--- src/rtl/mips_pkg.sv ---
// mips_pkg: shared types and widths for the MIPS pipeline memory stage.
//   mem_state_e : data-memory controller FSM states (IDLE, LO, HI, DONE)
//   DEST_W      : destination register index width
//   WORD_W      : datapath word width
package mips_pkg;
   typedef enum logic [1:0] {IDLE, LO, HI, DONE} mem_state_e;
   localparam int DEST_W = 4;
   localparam int WORD_W = 32;
endpackage

--- src/rtl/mem_stage_sram_ctrl_if.sv ---
// mem_stage_sram_ctrl_if: halfword SRAM bus.
//   sram_addr   : halfword address (controller -> SRAM)
//   sram_dq_out : write data       (controller -> SRAM)
//   sram_we_n   : active-low write (controller -> SRAM)
//   sram_dq_in  : read data        (SRAM -> controller)
interface mem_stage_sram_ctrl_if #(parameter int SRAM_AW = 18);
   logic [SRAM_AW-1:0] sram_addr;
   logic [15:0]        sram_dq_out;
   logic [15:0]        sram_dq_in;
   logic               sram_we_n;
   modport master (output sram_addr, sram_dq_out, sram_we_n, input sram_dq_in);
   modport slave  (input sram_addr, sram_dq_out, sram_we_n, output sram_dq_in);
endinterface

--- src/rtl/wait_counter.sv ---
// wait_counter: wait-state counter with terminal-count flag, for wait-stated peripherals.
//   clk, rst : clock, asynchronous active-low reset
//   clr      : reload the start value
//   en       : advance one step; reloads the start value after the terminal count
//   cnt, tc  : current count, terminal-count flag
// DOWN=0 counts 0..TERM, DOWN=1 counts TERM..0.
module wait_counter #(
   parameter int           W    = 4,
   parameter logic [W-1:0] TERM = '1,
   parameter bit           DOWN = 1'b0
) (
   input  logic         clk,
   input  logic         rst,
   input  logic         clr,
   input  logic         en,
   output logic [W-1:0] cnt,
   output logic         tc
);
   localparam logic [W-1:0] START = DOWN ? TERM : '0;
   localparam logic [W-1:0] LAST  = DOWN ? '0 : TERM;
   assign tc = cnt == LAST;
   always_ff @(posedge clk or negedge rst)
      if (!rst) cnt <= START;
      else if (clr) cnt <= START;
      else if (en) cnt <= tc ? START : DOWN ? cnt - 1'b1 : cnt + 1'b1;
endmodule

--- src/rtl/mem_stage_sram_ctrl.sv ---
// mem_stage_sram_ctrl: MEM-stage data memory controller on a 16-bit wait-stated SRAM.
//   clk, rst                       : clock, asynchronous active-low reset
//   WB_en_in .. Dest_in            : EX/MEM register outputs
//   WB_en, MEM_R_en, ALU_result,
//   Dest, Mem_read_value           : MEM/WB register inputs
//   freeze                         : stalls every pipeline register during an access
//   sram                           : halfword SRAM bus (master side)
// A word access is a LO halfword then a HI halfword, each held WAIT_CYCLES cycles.
module mem_stage_sram_ctrl
   import mips_pkg::*;
#(
   parameter int WAIT_CYCLES = 4,
   parameter int SRAM_AW     = 18
) (
   input  logic              clk,
   input  logic              rst,
   input  logic              WB_en_in,
   input  logic              MEM_R_en_in,
   input  logic              MEM_W_en_in,
   input  logic [WORD_W-1:0] ALU_result_in,
   input  logic [WORD_W-1:0] ST_val_in,
   input  logic [DEST_W-1:0] Dest_in,
   output logic              WB_en,
   output logic              MEM_R_en,
   output logic [WORD_W-1:0] ALU_result,
   output logic [DEST_W-1:0] Dest,
   output logic [WORD_W-1:0] Mem_read_value,
   output logic              freeze,
   mem_stage_sram_ctrl_if.master sram
);
   mem_state_e        state, state_nx;
   logic [3:0]        wcnt, wcnt_nx;
   logic              tc, req, busy, op_wr, op_wr_nx, we_n_nx;
   logic [WORD_W-1:0] rdata;

   assign req            = MEM_R_en_in | MEM_W_en_in;
   assign busy           = state == LO || state == HI;
   assign WB_en          = WB_en_in;
   assign MEM_R_en       = MEM_R_en_in;
   assign ALU_result     = ALU_result_in;
   assign Dest           = Dest_in;
   assign Mem_read_value = rdata;
   assign freeze         = rst & ((state == IDLE & req) | busy);

   wait_counter #(.W(4), .TERM(4'(WAIT_CYCLES - 1))) u_wcnt (
      .clk(clk), .rst(rst), .clr(state == IDLE), .en(busy), .cnt(wcnt), .tc(tc)
   );

   // DONE always returns to IDLE, so a request still held on the inputs
   // cannot restart the access it just completed.
   // The write strobe is registered, so it is derived from next-cycle state/count.
   always_comb begin
      state_nx = state == IDLE ? (req ? LO : IDLE) :
                 state == LO   ? (tc ? HI : LO) :
                 state == HI   ? (tc ? DONE : HI) : IDLE;
      op_wr_nx = (state == IDLE && req) ? MEM_W_en_in & ~MEM_R_en_in : op_wr;
      wcnt_nx  = (state == IDLE || tc) ? 4'd0 : wcnt + 4'd1;
      we_n_nx  = !(op_wr_nx && (state_nx == LO || state_nx == HI) && wcnt_nx < 4'(WAIT_CYCLES - 1));
   end

   always_ff @(posedge clk or negedge rst) begin
      if (!rst) begin
         state            <= IDLE;
         op_wr            <= 1'b0;
         rdata            <= '0;
         sram.sram_addr   <= '0;
         sram.sram_dq_out <= '0;
         sram.sram_we_n   <= 1'b1;
      end else begin
         state            <= state_nx;
         op_wr            <= op_wr_nx;
         sram.sram_we_n   <= we_n_nx;
         sram.sram_dq_out <= state_nx == HI ? ST_val_in[31:16] : state_nx == LO ? ST_val_in[15:0] : '0;
         if (state == IDLE && req) sram.sram_addr <= {ALU_result_in[SRAM_AW:2], 1'b0};
         else if (state == LO && tc) sram.sram_addr[0] <= 1'b1;
         if (state == LO && tc && !op_wr) rdata[15:0] <= sram.sram_dq_in;
         if (state == HI && tc && !op_wr) rdata[31:16] <= sram.sram_dq_in;
      end
   end
endmodule

--- src/flat_wrapper.sv ---
// flat-port wrapper written by rule: the top's interface ports become plain ports
module mem_stage_sram_ctrl_flat import mips_pkg::*;
#(
   parameter int WAIT_CYCLES = 4,
   parameter int SRAM_AW     = 18
)
  (clk, rst, WB_en_in, MEM_R_en_in, MEM_W_en_in, ALU_result_in, ST_val_in, Dest_in, WB_en, MEM_R_en, ALU_result, Dest, Mem_read_value, freeze, sram_sram_addr, sram_sram_dq_out, sram_sram_we_n, sram_sram_dq_in);
  mem_stage_sram_ctrl_if #(.SRAM_AW(SRAM_AW)) sram_i ();
  input  logic clk;
  input  logic rst;
  input  logic WB_en_in;
  input  logic MEM_R_en_in;
  input  logic MEM_W_en_in;
  input  logic [WORD_W-1:0] ALU_result_in;
  input  logic [WORD_W-1:0] ST_val_in;
  input  logic [DEST_W-1:0] Dest_in;
  output logic WB_en;
  output logic MEM_R_en;
  output logic [WORD_W-1:0] ALU_result;
  output logic [DEST_W-1:0] Dest;
  output logic [WORD_W-1:0] Mem_read_value;
  output logic freeze;
  output wire logic [$bits(sram_i.sram_addr)-1:0] sram_sram_addr;
  output wire logic [$bits(sram_i.sram_dq_out)-1:0] sram_sram_dq_out;
  output wire logic [$bits(sram_i.sram_we_n)-1:0] sram_sram_we_n;
  input wire logic [$bits(sram_i.sram_dq_in)-1:0] sram_sram_dq_in;
  assign sram_sram_addr = sram_i.sram_addr;
  assign sram_sram_dq_out = sram_i.sram_dq_out;
  assign sram_sram_we_n = sram_i.sram_we_n;
  assign sram_i.sram_dq_in = sram_sram_dq_in;
  mem_stage_sram_ctrl #(.WAIT_CYCLES(WAIT_CYCLES), .SRAM_AW(SRAM_AW)) u_core (.clk(clk), .rst(rst), .WB_en_in(WB_en_in), .MEM_R_en_in(MEM_R_en_in), .MEM_W_en_in(MEM_W_en_in), .ALU_result_in(ALU_result_in), .ST_val_in(ST_val_in), .Dest_in(Dest_in), .WB_en(WB_en), .MEM_R_en(MEM_R_en), .ALU_result(ALU_result), .Dest(Dest), .Mem_read_value(Mem_read_value), .freeze(freeze), .sram(sram_i));
endmodule
--- config.mk ---
export PLATFORM = sky130hd
export DESIGN_NAME = mem_stage_sram_ctrl_flat
export DESIGN_NICKNAME = d
export VERILOG_FILES = /design/src/rtl/mips_pkg.sv /design/src/rtl/mem_stage_sram_ctrl_if.sv /design/src/rtl/wait_counter.sv /design/src/rtl/mem_stage_sram_ctrl.sv /design/src/flat_wrapper.sv
export SDC_FILE = /design/constraint.sdc
export NUM_CORES = 1
export LEC_CHECK = 0
export CORE_MARGIN = 8
export CORE_UTILIZATION = 41
export CTS_BUF_LIST = sky130_fd_sc_hd__clkbuf_16
export CTS_CLUSTER_SIZE = 8
export DETAILED_ROUTE_END_ITERATION = 6
export PLACE_DENSITY = 0.87
export SYNTH_ARGS = -nofsm -noshare
export SYNTH_HDL_FRONTEND = slang
export SYNTH_SLANG_ARGS = --single-unit
--- constraint.sdc ---
create_clock -name clk -period 6.32 [get_ports clk]
set_input_delay 0.632 -clock clk [delete_from_list [all_inputs] [get_ports clk]]
set_output_delay 0.632 -clock clk [all_outputs]
set_load 0.02 [all_outputs]
### Word-level counts from Yosys, hierarchy flattened

Cells that the tools add are included.

| operators by class | value |
|---|---|
| add/subtract/negate cells | 1 |
| $lt $le $gt $ge | 1 |
| eq/ne operators | 5 |
| multiplexer cells | 15 |
| bitwise gates (word level) | 6 |
| reduce and logical (&&, ||, !) cells | 15 |

Operators with widths:

| kind | count |
|---|---|
| $mux W16 | 2 |
| $mux W4 | 4 |
| $mux W2 | 4 |
| $logic_and A1 B1 Y1 | 7 |
| $mux W1 | 5 |
| $add A4 B1 Y4 const B | 1 |
| $eq A2 B1 Y1 const B | 2 |
| $eq A2 B2 Y1 const B | 2 |
| $eq A4 B2 Y1 const B | 1 |
| $lt A4 B2 Y1 const B | 1 |
| $reduce_bool A2 Y1 | 2 |
| $and A1 B1 Y1 | 3 |
| $logic_or A1 B1 Y1 | 3 |
| $logic_not A1 Y1 | 2 |
| $logic_not A2 Y1 | 1 |
| $or A1 B1 Y1 | 2 |
| $not A1 Y1 | 1 |

| storage, ports and cells | value |
|---|---|
| flip-flop bits (word level) | 74 |
| input port bits | 89 |
| output and inout port bits | 106 |
| logic and storage cells | 52 |

### Longest topological paths before layout

| depth | value |
|---|---|
| depth after elaboration | 10 |
| gate-level depth with buffers | 10 |
| depth with buffers taken out | 8 |

### By module

Synthesis repeated with hierarchy kept, for this count alone.

| unflattened totals | value |
|---|---|
| cells, all modules | 303 |
| area, all modules | 3,425.8 µm² |

By module, submodules not included:

| module | instances | cells an instance | area each (µm²) | sequential area each (µm²) |
|---|---|---|---|---|
| mem_stage_sram_ctrl | 1 | 285 | 3,218.1 | 1,752.9 |
| wait_counter | 1 | 18 | 207.7 | 100.1 |

### Worst setup path after synthesis

Ideal clock, no wire load.

| path | value |
|---|---|
| kind | reg-to-reg |
| start point | register u_core.u_wcnt.cnt[0] |
| end point | register u_core.sram.sram_dq_out[10] |
| setup time | 0.083 ns |
| data arrival time | 2.217 ns |
| data required time | 6.237 ns |
| setup slack | 4.020 ns |
| stages on the path, launching flop included | 10 |
| buffers on the path | 2 |
| period minus slack after synthesis | 2.300 ns |
| cell sequence | dfrtp_1 ha_1 nor3b_1 mux2i_1 o21ai_0 ha_1 clkbuf_1 clkbuf_1 nand2_1 o21ai_0 |

| on the way | value |
|---|---|
| longest elaborated chain between the ends | 8 |
| elaborated cells on any way between the ends | 10 |
| classes of those cells | eq/ne (3); mux (7) |

RTL lines:

| item | RTL line | text |
|---|---|---|
| from (decl) | wait_counter.sv:16 | `output logic [W-1:0] cnt,` |
| from (signal assigned) | wait_counter.sv:25 | `else if (en) cnt <= tc ? START : DOWN ? cnt - 1'b1 : cnt + 1'b1;` |
| $eq A4 B2 Y1 (*) | wait_counter.sv:21 | `assign tc = cnt == LAST;` |
| $mux W1 | mem_stage_sram_ctrl.sv:55 | `state == HI ? (tc ? DONE : HI) : IDLE;` |
| $mux W2 | mem_stage_sram_ctrl.sv:55 |  |
| $mux W2 (*) | mem_stage_sram_ctrl.sv:54 | `state == LO ? (tc ? HI : LO) :` |
| $mux W2 (*) | mem_stage_sram_ctrl.sv:53 | `state_nx = state == IDLE ? (req ? LO : IDLE) :` |
| named net u_core.state_nx[0] | mem_stage_sram_ctrl.sv:31 | `mem_state_e state, state_nx;` |
| $eq A2 B1 Y1 | mem_stage_sram_ctrl.sv:73 | `sram.sram_dq_out <= state_nx == HI ? ST_val_in[31:16] : state_nx == LO ? ST_val_in[15:0] : '0;` |
| $mux W16 | mem_stage_sram_ctrl.sv:73 |  |
| $mux W16 (*) | mem_stage_sram_ctrl.sv:73 |  |
| to (signal assigned) | mem_stage_sram_ctrl.sv:73 |  |
| to (decl) | mem_stage_sram_ctrl_if.sv:11 | `modport master (output sram_addr, sram_dq_out, sram_we_n, input sram_dq_in);` |

The timed path passes the listed nets; every way through them passes the cells marked *.
A chain may end at the register's enable or synchronous reset.

### Worst setup path after layout

| path | value |
|---|---|
| start point | input MEM_R_en_in |
| end point | output freeze |

| on the way | value |
|---|---|
| longest elaborated chain between the ends | 4 |

RTL lines:

| item | RTL line | text |
|---|---|---|
| from (decl) | flat_wrapper.sv:12 | `input logic MEM_R_en_in;` |
| $or A1 B1 Y1 | mem_stage_sram_ctrl.sv:36 | `assign req = MEM_R_en_in \| MEM_W_en_in;` |
| $and A1 B1 Y1 | mem_stage_sram_ctrl.sv:43 | `assign freeze = rst & ((state == IDLE & req) \| busy);` |
| $or A1 B1 Y1 | mem_stage_sram_ctrl.sv:43 |  |
| $and A1 B1 Y1 | mem_stage_sram_ctrl.sv:43 |  |
| to (decl) | flat_wrapper.sv:22 | `output logic freeze;` |

Every way passes these cells.

==> impl_results.rst <==
.. list-table::
   :header-rows: 1

   * - Metric
     - Value
   * - Run status
     - complete, no violations
   * - Simple-gate area share of the yosys netlist
     - 7.56%
   * - Crit Path Max Fanout
     - 21
   * - Multi-input gate area
     - 1080 um^2
   * - Complex-gate fraction of the synthesized area
     - under 10%
   * - Series of cell instances along the critical path
     - clkdlybuf4s50_1 > o21ai_2 > a21boi_0 > clkdlybuf4s50_1
   * - Hold Crit Class
     - primary input to asynchronous set/reset pin
   * - Register area
     - 1850 um^2
   * - Root buffer selected by CTS
     - sky130_fd_sc_hd__clkbuf_16
   * - Endpoint type of the worst setup path
     - output pin
   * - Setup fix buffers added after clock tree synthesis
     - 0
   * - Combinational family with the most area after synthesis
     - multiplexers
   * - Via count of the first global-routing pass
     - 2,580
   * - Arithmetic-cell share of the synthesized area counting full adders, half adders and majority gates
     - 2.66%
   * - Number of enable-type register cells in the synthesized netlist
     - 0
   * - Share of the clock period used by the worst path
     - 53.1%
   * - Crit path time final
     - approximately 3.4 ns
   * - Xor/xnor share of the synthesized area
     - 0%
   * - Floorplan row count
     - 32
   * - TritonCTS clock tree
     - built
   * - Worst-case clock buffer depth
     - 2
   * - Wire length of the first global-routing pass
     - 13,500 um
   * - Number of distinct library cells after synthesis
     - 31
   * - Largest stage delay, worst path
     - 0.82 ns
   * - Synthesis Warnings
     - 0
   * - Number of antenna violations at the first check in global routing
     - 0
   * - Maximum vdd drop
     - 254 uV
   * - Worst setup slack after layout
     - 2.97 ns
   * - Chip Height
     - 106 um
   * - Arrival time at the worst endpoint
     - 2.72 ns
   * - Vias per inst
     - 4.82
   * - Slew @ Worst Pin
     - 0.987 ns
   * - Aggregate negative setup slack
     - 0 ns
   * - Total of flip-flops plus latches after synthesis
     - 74
   * - RePlAce Congestion
     - 0.670
   * - Routed wire length per instance
     - 17.5 um
   * - Core region area
     - 7770 um^2
   * - Antenna Violating Nets Remaining
     - 0
   * - Max_slew headroom
     - between 30% and 40%
   * - H-tree level count
     - 3
   * - Maximum clock frequency
     - 0.298 GHz
   * - Total overflow reported by the global router
     - 0
   * - Clock transition at the register clock pins on the worst setup and hold paths after CTS
     - 0.06 ns
   * - Data required time of the critical path
     - 5.69 ns
   * - Finish-stage setup viols
     - 0
   * - Initial cell density of the core
     - 42.4%
   * - Static Leak
     - 2.07 nW
   * - Overall fraction of global-route tracks in use
     - 15.1%
   * - Remaining design rule violation count
     - 0
   * - Kind of launch point of the worst setup path
     - primary input
   * - Synthesized cell area
     - roughly 3300 um^2
   * - Drt first-iter violations
     - 69
   * - P&R area growth vs syn
     - 49.6%
   * - Max-cap violation count
     - 0
   * - Final max-slew violation count
     - 0
   * - Nets
     - about 480
   * - Final hold viol count
     - 0
   * - Share of layout cells above drive strength 1
     - between 15 and 20%
   * - Number of ports placed on the die boundary
     - 195
   * - Antenna diode count
     - 0
   * - Share of the yosys chip area belonging to registers
     - 56.3%
   * - Count of port buffers added during placement
     - 154
   * - Number of buffers inserted for hold repair after clock tree synthesis
     - 0
   * - Area of the die
     - 11,200 um^2
   * - Clock Skew
     - 0.0110 ns
   * - # resized after CTS
     - 0
   * - Die Span X
     - about 110 um
   * - Type of the worst setup path
     - primary input to output pin
   * - Number of instances in the synthesized netlist
     - 266
   * - TritonCTS sink count
     - 74
   * - Worst skew pair latency
     - between 0.3 and 0.4 ns
   * - Post-synthesis net count
     - 362
   * - Share of cell area taken by muxes after synthesis
     - 17.4%
   * - Post-Place Setup Slack
     - 2.94 ns
   * - Routed Wire Length
     - 8560 um
   * - Unrepaired setup endpoints after global routing
     - false
   * - Mean Syn Cell Area
     - 12.4 um^2
   * - Most frequent cell on the critical path
     - sky130_fd_sc_hd__clkdlybuf4s50_1
   * - Share of flip-flops with an asynchronous set or reset after synthesis
     - 100%
   * - Pin count of the biggest net entering global routing
     - 76
   * - Inserted Clock Buffers
     - 9
   * - Cell with the biggest individual delay on the critical path
     - sky130_fd_sc_hd__o21ai_2
   * - Total of fill cells in the finished design
     - 615
   * - Worst Reg-to-Reg Cells
     - 6
   * - HPWL after detailed placement
     - 6580 um
   * - Via count
     - 2,359
   * - Leading register cell type out of synthesis
     - sky130_fd_sc_hd__dfrtp_1
   * - Power Density
     - 475 nW/um^2
   * - Number of optimization iterations in the first detailed-route pass
     - 4
## registers in the layout, indices dropped and copies added, names as in the netlist
name                     flops
u_core.sram.sram_dq_out     16
u_core.u_wcnt.cnt            4
u_core.state                 2
u_core.Mem_read_value       32
u_core.op_wr                 1
u_core.sram.sram_addr       18
u_core.sram.sram_we_n        1
## power by group
part | switching [mW] | total, mW | internal (mW)
Combinational | 0.520 | 1.05 | 0.528
Sequential | 0.0932 | 0.762 | 0.669
Clock | 0.188 | 0.530 | 0.341
Total | 0.801 | 2.34 | 1.54
## final cells by class
cell class / count / area share, %
clock buffer: 9 / 4.57
multi-input combinational: 139 / 21.9
tap: 102 / 2.59
inverter: 4 / 0.305
sequential: 74 / 37.6
timing repair buffer: 154 / 31.2
clock inverter: 7 / 1.73
## cell families (layout without fill, tap and decap cells)
kind of cell,Yosys count,count (layout)
mux,51,51
flops,74,74
fa+ha+maj,7,7
buf+inv,53,174
compound gates,30,30
simple gates,51,51
## worst max-delay path, delay by kind of cell
| kind | cells | cell delay (ns) |
|---|---|---|
| buffers and inverters | 2 | 1.07 |
| AO/OA/AOI/OAI | 2 | 1.02 |
## through the flow
step	util (%)	total power, mW	instances	instance area (um^2)	hold WS [ns]
floorplan	-	1.32	266	3290	0.336
global placement	59.4	1.80	473	4620	0.477
detailed placement	59.4	1.83	473	4620	0.487
CTS	63.4	2.37	489	4930	0.484
global route	63.4	2.46	489	4930	0.515
finish	63.4	2.34	489	4930	0.419
## synthesized netlist by cell type, drive strengths merged (4+ instances only)
cell    count  share of area, %
dfrtp      73                55
clkbuf      7               1.1
ha          7               2.7
o21ai      21               3.2
mux2       49                17
buf        42               9.4
inv         4              0.46
nand2      37               4.4
## cells in the final DEF, fill, tap and decap left out, drive strengths merged, types with 2 or more instances in the layout
| cell type | instances |
|---|---|
| a21boi | 2 |
| nand2 | 37 |
| o21ai | 21 |
| nand3 | 2 |
| inv | 5 |
| dfrtp | 73 |
| nor2 | 2 |
| clkbuf | 9 |
| nor2b | 2 |
| ha | 7 |
| clkinv | 4 |
| a21oi | 2 |
| clkdlybuf4s50 | 153 |
| bufinv | 2 |
| o21a | 2 |
| mux2 | 49 |
| nor3b | 2 |
| mux2i | 2 |
## path summary, 6_finish.rpt
kind | end | startpoint | slack (ns)
min in group clk | u_core.sram.sram_addr[0] | u_core.sram.sram_addr[0] | 0.50
max reg2reg | u_core.sram.sram_dq_out[8] | u_core.u_wcnt.cnt[0] | 3.52
min | u_core.sram.sram_addr[0] | rst | 0.42
max | freeze | MEM_R_en_in | 2.97
max in group asynchronous | u_core.u_wcnt.cnt[1] | rst | 5.26
min reg2reg | u_core.sram.sram_addr[0] | u_core.sram.sram_addr[0] | 0.50
## metal layers
layer,GRT usage (%),up-vias,part of all wire [%]
met1,15.7,1119,38
met4,8.34,0,3.3
li1,-,1107,-
met3,6.27,27,9.8
met5,0,-,0
met2,25.4,106,49
Note: power is estimated with default switching activity, not from simulation.
